## config.mk

```make
export PLATFORM = sky130hd
export DESIGN_NAME = sw_debounce
export DESIGN_NICKNAME = d
export VERILOG_FILES = /design/src/rtl/sw_debounce.sv
export SDC_FILE = /design/constraint.sdc
export NUM_CORES = 1
export LEC_CHECK = 0
export CORE_UTILIZATION = 45
export CTS_CLUSTER_DIAMETER = 30
export DETAILED_ROUTE_END_ITERATION = 7
export PLACE_DENSITY_LB_ADDON = 0.15
export SLEW_MARGIN = 10
export SYNTH_ARGS = -nofsm -noshare
export SYNTH_HDL_FRONTEND = slang
export SYNTH_SLANG_ARGS = --single-unit
export TNS_END_PERCENT = 10
```

## constraint.sdc

```tcl
create_clock -name clk_in -period 4.7 [get_ports clk_in]
set_input_delay 0.47 -clock clk_in [delete_from_list [all_inputs] [get_ports clk_in]]
set_output_delay 0.47 -clock clk_in [all_outputs]
set_load 0.01 [all_outputs]
```

## src/rtl/sw_debounce.sv

```systemverilog
// sw_debounce: 4-channel switch debouncer with synchronizer, sample
// prescaler, per-channel stability qualification and edge/toggle outputs.
module sw_debounce #(
    parameter int CLK_HZ     = 5_000_000,
    parameter int SAMPLE_HZ  = 1_000,
    parameter int STABLE_CNT = 10
) (
    input  logic       clk_in,
    input  logic       rst,
    input  logic [3:0] sw,
    output logic [3:0] sw_db,
    output logic [3:0] sw_rise,
    output logic [3:0] sw_fall,
    output logic [3:0] sw_toggle,
    output logic       tick
);

    localparam int NCH = 4;
    localparam int DIV = CLK_HZ / SAMPLE_HZ;
    localparam int PW  = (DIV > 1) ? $clog2(DIV) : 1;
    localparam int SW_ = $clog2(STABLE_CNT + 1);
    localparam int SCW = (SW_ > 0) ? SW_ : 1;

    localparam logic [PW-1:0]  PRE_LAST  = PW'(DIV - 1);
    localparam logic [SCW-1:0] STAB_LAST = SCW'(STABLE_CNT - 1);

    logic [3:0]     sync_q1;
    logic [3:0]     sync;
    logic [PW-1:0]  pre_cnt;
    logic [SCW-1:0] stab_cnt [NCH];
    logic [3:0]     diff;
    logic [3:0]     qual;

    // Two-flop synchronizer; only the second stage feeds the logic
    always_ff @(posedge clk_in or posedge rst) begin
        if (rst) begin
            sync_q1 <= '0;
            sync    <= '0;
        end else begin
            sync_q1 <= sw;
            sync    <= sync_q1;
        end
    end

    // Sample prescaler counting 0..DIV-1 and wrapping
    always_ff @(posedge clk_in or posedge rst) begin
        if (rst) begin
            pre_cnt <= '0;
        end else if (pre_cnt == PRE_LAST) begin
            pre_cnt <= '0;
        end else begin
            pre_cnt <= pre_cnt + PW'(1);
        end
    end

    assign tick = (pre_cnt == PRE_LAST);

    // Per-channel qualification: a differing sample on the last count wins
    always_comb begin
        diff = sync ^ sw_db;
        qual = '0;
        for (int i = 0; i < NCH; i++) begin
            qual[i] = tick && diff[i] && (stab_cnt[i] == STAB_LAST);
        end
    end

    // Stability counters advance only on ticks; any agreeing sample clears
    always_ff @(posedge clk_in or posedge rst) begin
        if (rst) begin
            for (int i = 0; i < NCH; i++) begin
                stab_cnt[i] <= '0;
            end
        end else if (tick) begin
            for (int i = 0; i < NCH; i++) begin
                if (!diff[i] || qual[i]) begin
                    stab_cnt[i] <= '0;
                end else begin
                    stab_cnt[i] <= stab_cnt[i] + SCW'(1);
                end
            end
        end
    end

    // Debounced level, one-cycle edge pulses and rise-driven toggle
    always_ff @(posedge clk_in or posedge rst) begin
        if (rst) begin
            sw_db     <= '0;
            sw_rise   <= '0;
            sw_fall   <= '0;
            sw_toggle <= '0;
        end else begin
            sw_db     <= sw_db ^ qual;
            sw_rise   <= qual & sync;
            sw_fall   <= qual & ~sync;
            sw_toggle <= sw_toggle ^ (qual & sync);
        end
    end

endmodule

```

# After elaboration in Yosys (flattened, before gate mapping)
# Cells that the tools add are included.
word_totals:
  ff_bits: 53
  out_inout_bits: 17
  latchBits: 0
  wordCells: 48
  in_bits: 6
  romBits: 0
  mem_bits_rw: 0
  memories: 0
classes:
  shift: 0
  div: 0
  n_mul: 0
  bitwise_logic: 6
  n_reduce_logical: 16
  add_sub_neg: 5
  muxes: 5
  n_eq_ne: 5
  magnitude_cmp: 0
op_table:
  columns: ["operator", "n"]
  rows:
  - ["4-bit by 1-bit adder with 4-bit output (second input constant)", 4]
  - ["4-bit == test (second input constant)", 4]
  - ["4-bit two-way mux", 4]
  - ["13-bit by 1-bit adder with 13-bit output (second input constant)", 1]
  - ["13-bit == test (second input constant)", 1]
  - ["13-bit two-way mux", 1]
  - ["4-bit XOR", 3]
  - ["4-bit bitwise AND", 2]
  - ["1-bit logical AND", 8]
  - ["1-bit logical NOT", 4]
  - ["1-bit logical OR", 4]
  - ["4-bit inverter", 1]

# Longest topological paths before layout
# Gate-level depths: netlist of the first run.
depth:
  depth_word: 5
  ltp_mapped: 8
  ltp_nobuf: 6

# Worst setup path before layout of the first run
# OpenSTA, ideal clock, no wires.
synth_timing:
  kind: "register -> output"
  from: "register pre_cnt[0]"
  to: "output tick"
  arrival_time_ns: 1.340
  required_ns: 4.230
  path_buffers: 2
  path_stages_with_launch: 7
  path_slack_ns: 2.890
  cell_sequence: "dfrtp_1 ha_1 and4bb_1 nand3_4 inv_1 buf_2 buf_4"
synth_between:
  elab_chain_len: 1
synth_rtl:
  columns: ["element", "line", "source"]
  rows:
  - ["start: declaration", "29", "logic [PW-1:0] pre_cnt;"]
  - ["start signal: assignment", "52", "pre_cnt <= pre_cnt + PW'(1);"]
  - ["13-bit == test", "56", "assign tick = (pre_cnt == PRE_LAST);"]
  - ["end: declaration", "15", "output logic tick"]
# No other way between the ends.

# Worst setup path after layout of the first run
# Same ends and word-level chain as after synthesis.

==> results of run 1 <==
## critical path, stage by stage, from the launching register on
cell and delay (ns):
dfrtp_1 0.39, ha_1 0.25, and4bb_1 0.27, nand3_4 0.25, inv_1 0.57, clkdlybuf4s50_1 0.66
## cell type report
cell class,count,share of cell area
Inverter,14,0.01916
Multi-Input combinational cell,132,0.3440
Clock buffer,7,0.03148
Sequential cell,53,0.4836
Timing Repair Buffer,22,0.08029
Clock inverter,1,0.01095
Tap cell,67,0.03057
## logic make-up (layout without fill, tap and decap cells)
kind of cell    Yosys count  after routing  synth area share
fa+ha+maj                 9              9           0.04790
mux                       5              5           0.02342
simple gates             80             80            0.2155
xor+xnor                 17             17           0.06333
buf+inv                  18             44           0.03459
flops                    53             53            0.5641
compound gates           21             21           0.05109
## worst min path at each step
stage | slack, ns | to | startpoint
floorplan | 0.33 | sync[0] | sync_q1[0]
global placement | 0.33 | sync[2] | sync_q1[2]
detailed placement | 0.34 | sync[0] | sync_q1[0]
CTS | 0.36 | sync[3] | sync_q1[3]
global route | 0.36 | sync[3] | sync_q1[3]
finish | 0.35 | sync[3] | sync_q1[3]
## power by group
| group | leakage, nW | switching (mW) | internal [mW] |
|---|---|---|---|
| sequential | 0.708 | 0.00245 | 0.459 |
| clock | 0.0585 | 0.137 | 0.174 |
| combinational | 0.444 | 0.0122 | 0.00574 |
## cells in the mapped netlist, types with 5 or more instances
master    n
or4_1     5
nand2_1  16
inv_1    14
o21ai_0  15
nor2_1    8
nand3_1  13
xnor2_1   9
xor2_1    8
ha_1      9
dfrtp_1  53
## registers in the layout (all words and copies together) (netlist names)
signal and cells:
sw_db 4, stab_cnt 16, sync_q1 4, sw_toggle 4
sync 4, sw_rise 4, pre_cnt 13, sw_fall 4
## through the flow
stage / cell area [µm²] / hold slack, ns / setup slack (ns) / utilization / std cells
floorplan: 2351 / 0.3312 / 2.890 / - / 203
global placement: 2626 / 0.3342 / 1.905 / 0.5382 / 288
detailed placement: 2626 / 0.3395 / 1.873 / 0.5382 / 288
CTS: 2743 / 0.3579 / 1.521 / 0.5621 / 296
global route: 2743 / 0.3601 / 1.354 / 0.5621 / 296
finish: 2743 / 0.3502 / 1.543 / 0.5621 / 296
## routing by layer
layer / track usage / vias up / wire [µm] / share of wire
li1: - / 745 / - / -
met1: 0.1849 / 752 / 1733 / 0.43
met2: 0.2929 / 27 / 2055 / 0.52
met3: 0.04607 / 11 / 130 / 0.033
met4: 0.05660 / 0 / 67 / 0.017
met5: 0 / - / 0 / 0
==> results by group, run 1 <==
Pwr
  – Final total power: 790.5 µW
  – Leakage power: 1.210 nW
  – Power per cell area: 288.2 nW/µm²
  – Max VDD drop: 0.1986 mV

Layout
  – Commonest non-fill, non-tap cell in the layout: dfrtp_1
  – Area growth syn-to-layout: 16.66%
  – FF/Latch Area: 1326 µm²
  – Most frequent cells in the layout: dfrtp_1, clkdlybuf4s50_1, nand2_1
  – Multi-input gate area in the final layout: 943.4 µm²
  – Nets: 243
  – # diodes: 0
  – Share of cells above drive strength 1: 0.09170
  – Filler cells: 441

Routing
  – Via count: 1535
  – DRT antenna net count: 0
  – Drt first pass iters: 4
  – Vias per inst: 5.186
  – WL per Instance: 13.47 µm
  – 1st-iter DRT viols: 76
  – Final wirelength: 3.987 mm
  – Remaining DRCs: 0

Floorplanning
  – Die height: 74.28 µm
  – Die Area: 5518 µm²
  – Top Ports: 23
  – Die width: 74.28 µm
  – Core Region: 4880 µm²
  – Row cnt: 25
  – Starting Density: 0.4818

STA
  – Maximum clock frequency: 316.7 MHz
  – Tmin final: 3.157 ns
  – Setup TNS: 0 ns
  – Max-slew violations: 0
  – RSZ-0062 raised after global routing: no
  – Final worst path period share: 0.6718
  – Final Hold Viols: 0
  – Setup violations, final: 0
  – Clock skew: 0.008126 ns
  – Slew of the pin with the lowest slew margin: 1.062 ns
  – Rel. slew slack: 0.2922

Clock tree
  – CTS clk-pin slew, worst paths: 0.09 ns
  – Max Root-Sink Buffers: 2
  – CTS Hold Bufs: 0
  – CTS tree: done
  – H-tree depth: 2
  – Sink Count: 53
  – Post-CTS setup buffers: 0
  – CTS buffer count: 5
  – Root Buffer: clkbuf_8
  – Worst skew pair latency: 0.30 ns
  – Post-CTS Resized: 0

GRT
  – Global route overflow: 0
  – Initial antenna violation count: 0
  – All-Layer GR Usage: 0.1627
  – Vias in the first global route: 1592
  – First-pass GRT wire length: 6.755 mm
  – Pin count of the biggest net entering global routing: 54

Synth
  – Netlist cell types: 33
  – Seq/Total Area, Yosys: 0.5641
  – EDFF count, synth: 0
  – Post-synth top area cell: dfrtp_1
  – Main synth FF type: dfrtp_1
  – Async SR Flop Fraction: 1.000
  – Synth Instances: 203
  – Seq cells post-synth: 53
  – Ys Warns: 0
  – Net Count, Synth: 218
  – Post-Syn Area: 2351 µm²
  – Top post-synthesis cells by area: dfrtp_1, ha_1, xnor2_1, o21ai_0, xor2_1
  – Synthesized area per cell: 11.58 µm²
  – Post-synth top area share: 0.5641

Worst hold path
  – Hold path depth: 0
  – Worst hold path type: reg2reg

Placed design
  – HPWL after DPL: 2.744 mm
  – Port Buf Inserts: 22
  – Gpl congestion: 0.7261

Worst setup path
  – CP endpoint kind: output port
  – Critical path arrival: 2.69 ns
  – CP max FO: 24
  – CP startpoint kind: flip-flop
  – End of the critical path: tick
  – Setup CP Type: reg2out
  – Worst reg2reg endpoint: sw_db[3]
  – Worst r2r src: pre_cnt[0]
  – CP required: 4.23 ns
  – Flop2flop setup slack: 2.36 ns
  – Critical Path Source: pre_cnt[0]
  – R2r worst-path depth: 6

Run status
  – Outcome: completed

Flow run
  – Max-cap violations: 0
Note: power is estimated with default switching activity, not from simulation.
==> run 2: changes to the inputs <==
==> constraint.sdc (replaced) <==
create_clock -name clk_in -period 2.7 [get_ports clk_in]
set_input_delay 0.27 -clock clk_in [delete_from_list [all_inputs] [get_ports clk_in]]
set_output_delay 0.27 -clock clk_in [all_outputs]
set_load 0.01 [all_outputs]
==> run 2 against run 1 <==
Power is 61% higher. Hold slack worse by 0.026 ns. Clock skew fell by 0.0046 ns. Core utilization decreased by 0.051 points. Die area unchanged. Sequential power is 74% higher. Wire length about the same. Critical path depth stayed put. Non-clock buffer count increased by 2.
==> results by group, run 2 (synthesis gave the netlist of run 1 again) <==
Pwr
  – Leakage power: 1.211 nW
  – Final total power: 1.274 mW
  – Max VDD drop: 0.3033 mV
  – Power per cell area: 465.1 nW/µm²

Clock tree
  – CTS tree: done
  – CTS buffer count: 5
  – Post-CTS Resized: 0
  – Root Buffer: clkbuf_8
  – Worst skew pair latency: 0.29 ns
  – Max Root-Sink Buffers: 2
  – Sink Count: 53
  – CTS clk-pin slew, worst paths: 0.09 ns
  – CTS Hold Bufs: 0
  – Post-CTS setup buffers: 0
  – H-tree depth: 2

GRT
  – Initial antenna violation count: 0
  – Pin count of the biggest net entering global routing: 54
  – All-Layer GR Usage: 0.1703
  – First-pass GRT wire length: 7.079 mm
  – Global route overflow: 0
  – Vias in the first global route: 1645

STA
  – RSZ-0062 raised after global routing: no
  – Maximum clock frequency: 407.3 MHz
  – Final worst path period share: 0.9094
  – Clock skew: 0.003565 ns
  – Setup TNS: 0 ns
  – Max-slew violations: 0
  – Tmin final: 2.455 ns
  – Slew of the pin with the lowest slew margin: 0.3047 ns
  – Rel. slew slack: 0.7950
  – Final Hold Viols: 0
  – Setup violations, final: 0

Worst setup path
  – Slowest stage delay, CP: 0.54 ns
  – Critical path arrival: 2.19 ns
  – Setup CP Type: reg2out
  – CP max-delay cell: clkdlybuf4s50_1
  – CP required: 2.43 ns
  – CP endpoint kind: output port
  – Worst Path Buf+Inv: 2
  – Worst-path cell chain: ha_1, and4bb_1, nand3_4, inv_1, clkdlybuf4s50_1
  – CP max FO: 24
  – Cell family with the largest share of critical-path delay: buffers and inverters
  – CP startpoint kind: flip-flop

Placed design
  – Port Buf Inserts: 22
  – HPWL after DPL: 2.720 mm
  – Gpl congestion: 0.7579

Floorplanning
  – Row cnt: 25
  – Top Ports: 23
  – Die width: 74.28 µm
  – Die height: 74.28 µm
  – Die Area: 5518 µm²
  – Starting Density: 0.4818
  – Core Region: 4880 µm²

Routing
  – Final wirelength: 3.988 mm
  – 1st-iter DRT viols: 75
  – DRT antenna net count: 0
  – Via count: 1566
  – Drt first pass iters: 4
  – Remaining DRCs: 0
  – WL per Instance: 13.43 µm
  – Vias per inst: 5.273

Layout
  – Commonest non-fill, non-tap cell in the layout: dfrtp_1
  – Filler cells: 432
  – Area growth syn-to-layout: 16.55%
  – # diodes: 0
  – Biggest register: stab_cnt
  – Share of cells above drive strength 1: 0.09565
  – Largest register FFs: 16
  – Nets: 245
  – Most frequent cells in the layout: dfrtp_1, clkdlybuf4s50_1, nand2_1
  – Biggest regs: stab_cnt: 16 flops, pre_cnt: 13 flops

Run status
  – Outcome: completed

Worst hold path
  – Worst hold path type: in2async

Flow run
  – Max-cap violations: 0
-- run 2: changes by cell type in the layout (fill, tap and decap cells not counted) --
cell / delta
buf_12: +1
buf_4: +1
bufinv_16: -1
-- run 2: metal layers --
metal,wire length [µm],track usage,vias up
met3,122,0.04201,4
met5,0,0,-
met4,42,0.06709,0
li1,-,-,756
met2,2036,0.2960,36
met1,1787,0.2039,770
-- run 2: layout make-up --
cell class	count	area (µm²)	area share
well taps	67	83.83	0.03059
inverters	14	52.55	0.01918
repair buffers	24	247.7	0.09041
flip-flops and latches	53	1326	0.4840
clock buffers	7	86.33	0.03151
multi-input cells	132	943.4	0.3443
-- run 2: final timing paths --
path | start | to | slack [ns] | cells after the start
max | pre_cnt[0] | tick | 0.24 | 5
min | rst | stab_cnt[6] | 0.32 | 3
max reg2reg | pre_cnt[0] | sw_db[3] | 0.60 | 7
min reg2reg | sync_q1[3] | sync[3] | 0.36 | 0
max in group asynchronous | rst | sw_toggle[0] | 2.12 | 3
min in group clk_in | sync_q1[3] | sync[3] | 0.36 | 0
-- run 2: where the power goes --
part / internal [mW] / switching (mW) / leakage [nW] / total [mW]
registers: 0.799 / 0.00426 / 0.708 / 0.803
logic: 0.0131 / 0.0219 / 0.459 / 0.0350
clock network: 0.204 / 0.232 / 0.0443 / 0.436
total: 1.02 / 0.258 / 1.21 / 1.27
-- run 2: per-stage QoR --
| stage | worst slack [ns] | hold WS (ns) | instance area, µm² | std cells | util |
|---|---|---|---|---|---|
| 2_1_floorplan | 1.000 | 0.3014 | 2351 | 203 | - |
| 3_5_place_dp | 0.5553 | 0.3373 | 2654 | 290 | 0.5438 |
| 3_3_place_gp | 0.6388 | 0.3345 | 2654 | 290 | 0.5438 |
| 4_1_cts | 0.2210 | 0.3512 | 2740 | 297 | 0.5615 |
| 6_report | 0.2445 | 0.3238 | 2740 | 297 | 0.5615 |
| 5_1_grt | 0.09547 | 0.3611 | 2740 | 297 | 0.5615 |
-- run 2: worst register-to-register path, cell delays in order, from the launching register on --
cell,delay [ns]
dfrtp_1,0.40
ha_1,0.27
and4bb_1,0.28
nand3_4,0.26
inv_1,0.15
buf_4,0.25
nand2_1,0.11
mux2_2,0.28
